==> config.mk <==
export PLATFORM = sky130hd
export DESIGN_NAME = instr_loader
export DESIGN_NICKNAME = d
export VERILOG_FILES = /design/src/rtl/instr_loader.sv
export SDC_FILE = /design/constraint.sdc
export NUM_CORES = 1
export LEC_CHECK = 0
export CAP_MARGIN = 10
export CELL_PAD_IN_SITES_DETAIL_PLACEMENT = 1
export CELL_PAD_IN_SITES_GLOBAL_PLACEMENT = 1
export CORE_UTILIZATION = 42
export DETAILED_ROUTE_END_ITERATION = 16
export PLACE_DENSITY_LB_ADDON = 0.1
export REMOVE_ABC_BUFFERS = 1
export SLEW_MARGIN = 40
export SYNTH_ARGS = -nofsm -noshare
export SYNTH_HDL_FRONTEND = slang
export SYNTH_SLANG_ARGS = --single-unit
==> constraint.sdc <==
create_clock -name Clk -period 7.2 [get_ports Clk]
set_clock_uncertainty 0.2 [all_clocks]
set_input_delay 1.08 -clock Clk [delete_from_list [all_inputs] [get_ports Clk]]
set_output_delay 1.08 -clock Clk [all_outputs]
set_load 0.005 [all_outputs]
==> src/rtl/instr_loader.sv <==
// Byte-stream loader for the instruction RAM: a length byte, then low/high byte pairs,
// each pair written as one word on a single-port write interface starting at address 0.
//
// state | meaning
// IDLE  | waiting for Start after reset
// LEN   | accepting the length byte (0 means a full memory)
// LO    | accepting the low byte of the next word
// HI    | accepting the high byte of the next word
// WR    | one-cycle write strobe to the instruction RAM
// DONE  | program written; outputs hold until Start
module instr_loader #(
   parameter int D = 8,
   parameter int C = 9
) (
   input  logic         Clk,
   input  logic         Reset,
   input  logic         Start,
   input  logic [7:0]   InByte,
   input  logic         InValid,
   output logic         InReady,
   output logic         WrEn,
   output logic [D-1:0] WrAddr,
   output logic [C-1:0] WrData,
   output logic         Busy,
   output logic         Done,
   output logic [D:0]   Count
);

   typedef enum logic [2:0] {
      S_IDLE,
      S_LEN,
      S_LO,
      S_HI,
      S_WR,
      S_DONE
   } state_t;

   state_t         r_state;
   logic           r_in_ready;
   logic           r_wr_en;
   logic [D-1:0]   r_wr_addr;
   logic [C-1:0]   r_wr_data;
   logic           r_busy;
   logic           r_done;
   logic [D:0]     r_count;
   logic [D:0]     r_len;
   logic [7:0]     r_lo;

   logic           w_xfer;
   logic [D:0]     w_len_in;
   logic [D:0]     w_count_nxt;

   assign w_xfer      = InValid & r_in_ready;
   // A zero length byte stands for a completely filled memory.
   assign w_len_in    = (InByte == 8'd0) ? {1'b1, {D{1'b0}}} : (D+1)'(InByte);
   assign w_count_nxt = r_count + {{D{1'b0}}, 1'b1};

   always_ff @(posedge Clk) begin
      if (Reset) begin
         r_state    <= S_IDLE;
         r_in_ready <= 1'b0;
         r_wr_en    <= 1'b0;
         r_wr_addr  <= '0;
         r_wr_data  <= '0;
         r_busy     <= 1'b0;
         r_done     <= 1'b0;
         r_count    <= '0;
         r_len      <= '0;
         r_lo       <= '0;
      end else begin
         r_wr_en <= 1'b0;
         case (r_state)
            S_IDLE, S_DONE: begin
               if (Start) begin
                  r_state    <= S_LEN;
                  r_in_ready <= 1'b1;
                  r_busy     <= 1'b1;
                  r_done     <= 1'b0;
                  r_count    <= '0;
                  r_wr_addr  <= '0;
               end
            end
            S_LEN: begin
               if (w_xfer) begin
                  r_len   <= w_len_in;
                  r_state <= S_LO;
               end
            end
            S_LO: begin
               if (w_xfer) begin
                  r_lo    <= InByte;
                  r_state <= S_HI;
               end
            end
            S_HI: begin
               if (w_xfer) begin
                  r_wr_data  <= {InByte[C-9:0], r_lo};
                  r_wr_en    <= 1'b1;
                  r_in_ready <= 1'b0;
                  r_state    <= S_WR;
               end
            end
            S_WR: begin
               r_count   <= w_count_nxt;
               r_wr_addr <= r_wr_addr + {{(D-1){1'b0}}, 1'b1};
               if (w_count_nxt == r_len) begin
                  r_state <= S_DONE;
                  r_busy  <= 1'b0;
                  r_done  <= 1'b1;
               end else begin
                  r_state    <= S_LO;
                  r_in_ready <= 1'b1;
               end
            end
            default: begin
               r_state    <= S_IDLE;
               r_in_ready <= 1'b0;
               r_busy     <= 1'b0;
               r_done     <= 1'b0;
            end
         endcase
      end
   end

   assign InReady = r_in_ready;
   assign WrEn    = r_wr_en;
   assign WrAddr  = r_wr_addr;
   assign WrData  = r_wr_data;
   assign Busy    = r_busy;
   assign Done    = r_done;
   assign Count   = r_count;

endmodule

==> reports/qor.csv <==
metric,value,unit
hold_depth,2,
die-height,77.3,um
holdBufCountCts,0,
r2r_slack,4.34,ns
place_area,2830,um^2
period_minus_slack,2.86,ns
io-pin-count,42,
drtPass1Iterations,4,
insertion_delay,0.31,ns
r2r_end,Busy$_SDFFE_PP0P_,
slowest_delay,0.65,ns
root_buffer,clkbuf_8,
final_common_cell,dfxtp_1,
maxCapViolCount,0,
yosysWarnings,0,
power.total,0.511,mW
htreeDepth,2,
synthAdderAreaFrac,0.0105,
final_nets,328,
reg2regPathDepth,7,
clk_pin_slew,0.09,ns
hp-class,flip-flop to flip-flop,
synth_enable_flop_cells,0,
drv_slew,0,
ys.flop_type,dfxtp_1,
synth_compound_gate_area_share,0.147,
area_growth,23.4,%
grt_pass1_wl,10.1,mm
slowest_stage,or4_1,
initial_utilization,0.435,
synth_top_cell_by_area,dfxtp_1,
io_buffers,41,
cts_made_buffers,5,
grt_max_degree,53,
antenna_left,0,
synthMuxAreaShare,0.115,
cts_sinks,50,
peakVddDrop,0.109,mV
synth_xor_area_frac,0.0368,
leakage,1.00,nW
rsz0062_at_grt,no,
antenna_found_initial,0,
wl,5.78,mm
status,"complete, no violations",
crit_start,Count[0]$_SDFFE_PP0P_,
synth.distinct_cells,46,
final_layout_size_suffix_gt1_frac,0.0762,
cp.arrival,2.87,ns
crit_top_cell,nand3_1,
end_kind,flip-flop,
worst_setup_path_start_kind,flip-flop,
avgSynthCellArea,8.47,um^2
coreArea,5470,um^2
cp_max_fo,7,
cp.required,7.22,ns
grt-ovfl-total,0,
ctsResizeCount,0,
die-area,5970,um^2
place.gp.congestion,0.799,
synth_top_family_by_area,simple AND/OR/NAND/NOR gates,
relSlewSlack,0.611,
endpoint,Busy$_SDFFE_PP0P_,
fin_tns_setup,0,ns
synthCells,281,
max_freq,350,MHz
grt_pass1_vias,2170,
yosys.area_share.simple,0.236,
setup_violations,0,
post_cts_buffers,0,
globalRouteTotalUtil,0.214,
synth_top_area_frac,0.420,
hold_viol_final,0,
via_per_inst,5.46,
hpwl,4.09,mm
fin_crit_sh,0.397,
path_cells,ha_1 > nand3_1 > nor2_1 > nand3_1 > xnor2_1 > or4_1 > a41o_2,
row_count,27,
die_w,77.3,um
num_vias,2113,
drc,0,
hold_ws,0.283,ns
dr.first_iter.drc_count,72,
clockBufferDepth,2,
diodes,0,
async_reset_ff_frac,0,
criticalPathCategory,flip-flop to flip-flop,
yosysSeqAreaShare,0.420,
cts_tree,yes,
worstMarginPinSlew,0.582,ns
final_area,2940,um^2
syn_area,2380,um^2
wl_per_cell,14.9,um
ys_ff_latch,50,
layout_common_cells,"dfxtp_1, nor2_1, clkdlybuf4s50_1, mux2i_1, a21oi_1",
yosys-top-cells-area,"dfxtp_1, mux2i_1, nor2_1",
pwr_density_cell,174,nW/um^2
timing.rr.start,Count[0]$_SDFFE_PP0P_,
-- worst min path at each step --
stage	from	slack (ns)	end
2_1_floorplan	r_len[8]$_SDFFE_PP0P_	0.26	r_len[8]$_SDFFE_PP0P_
3_3_place_gp	Done$_SDFFE_PP0P_	0.26	Done$_SDFFE_PP0P_
6_report	Done$_SDFFE_PP0P_	0.28	Done$_SDFFE_PP0P_
5_1_grt	Done$_SDFFE_PP0P_	0.32	Done$_SDFFE_PP0P_
3_5_place_dp	Done$_SDFFE_PP0P_	0.27	Done$_SDFFE_PP0P_
4_1_cts	Done$_SDFFE_PP0P_	0.29	Done$_SDFFE_PP0P_
-- layout make-up --
class	instances	area, um^2
repair buffers	44	428
fillers	698	2530
clock inverters	2	12.5
multi-input cells	210	1310
well taps	72	90.1
flip-flops and latches	50	1000
inverters	3	11.3
clock buffers	6	82.6
-- flip-flops by register name (all words and copies together) (netlist names) --
signal / flops
Count: 9
InReady: 1
r_len: 9
r_state: 3
WrData: 9
WrAddr: 8
r_lo: 8
Done: 1
Busy: 1
WrEn: 1
-- cell usage after synthesis, types with 2 or more instances --
cell,n
xnor2_1,8
nor4_1,2
a211oi_1,2
nor2b_1,3
mux2_2,2
nor3_1,11
ha_1,2
o31ai_1,2
dfxtp_1,50
xor2_1,2
o21ai_0,10
o22ai_1,3
clkbuf_1,14
nand2_1,11
and3_1,3
nor2_1,51
or2_0,2
a21o_1,2
or3b_2,2
a21oi_1,23
inv_1,3
mux2i_1,25
nand3_1,15
nand3b_1,3
nand2b_1,7
o211a_1,2
buf_2,2
-- critical path, delay by kind of cell (launching register included) --
family / cells / cell delay, ns
AOI/OAI and AO/OA: 1 / 0.32
and+or+nand+nor: 4 / 1.31
adders and majority gates: 1 / 0.30
DFF: 1 / 0.47
xor gates and xnor gates: 1 / 0.18
-- metal layers --
| layer | up-vias | global-route usage | routed length, um |
|---|---|---|---|
| met5 | - | 0 | 0 |
| li1 | 1057 | - | - |
| met3 | 6 | 0.0548 | 170 |
| met1 | 1025 | 0.267 | 2810 |
| met4 | 0 | 0.0679 | 72 |
| met2 | 25 | 0.358 | 2720 |
-- through the flow --
stage | util | instances | setup WS [ns]
CTS | 0.535 | 387 | 4.34
global placement | 0.517 | 379 | 4.06
floorplan | - | 263 | 4.44
detailed placement | 0.517 | 379 | 4.13
finish | 0.537 | 387 | 4.34
global route | 0.537 | 387 | 4.14
-- kinds of logic after synthesis --
group                    after synthesis
multiplexers                          27
buffers and inverters                 21
XOR/XNOR                              10
adder cells (fa/ha/maj)                2
AO/OA/AOI/OAI                         55
flip-flops                            50
AND/OR/NAND/NOR                      116
-- power by group --
part	internal, mW	total, mW	leakage, nW	switching, mW
registers	0.281	0.289	0.404	0.00744
clock network	0.0774	0.174	0.0472	0.0969
logic	0.0207	0.0477	0.553	0.0269
Power figures use the tool's default switching activity.
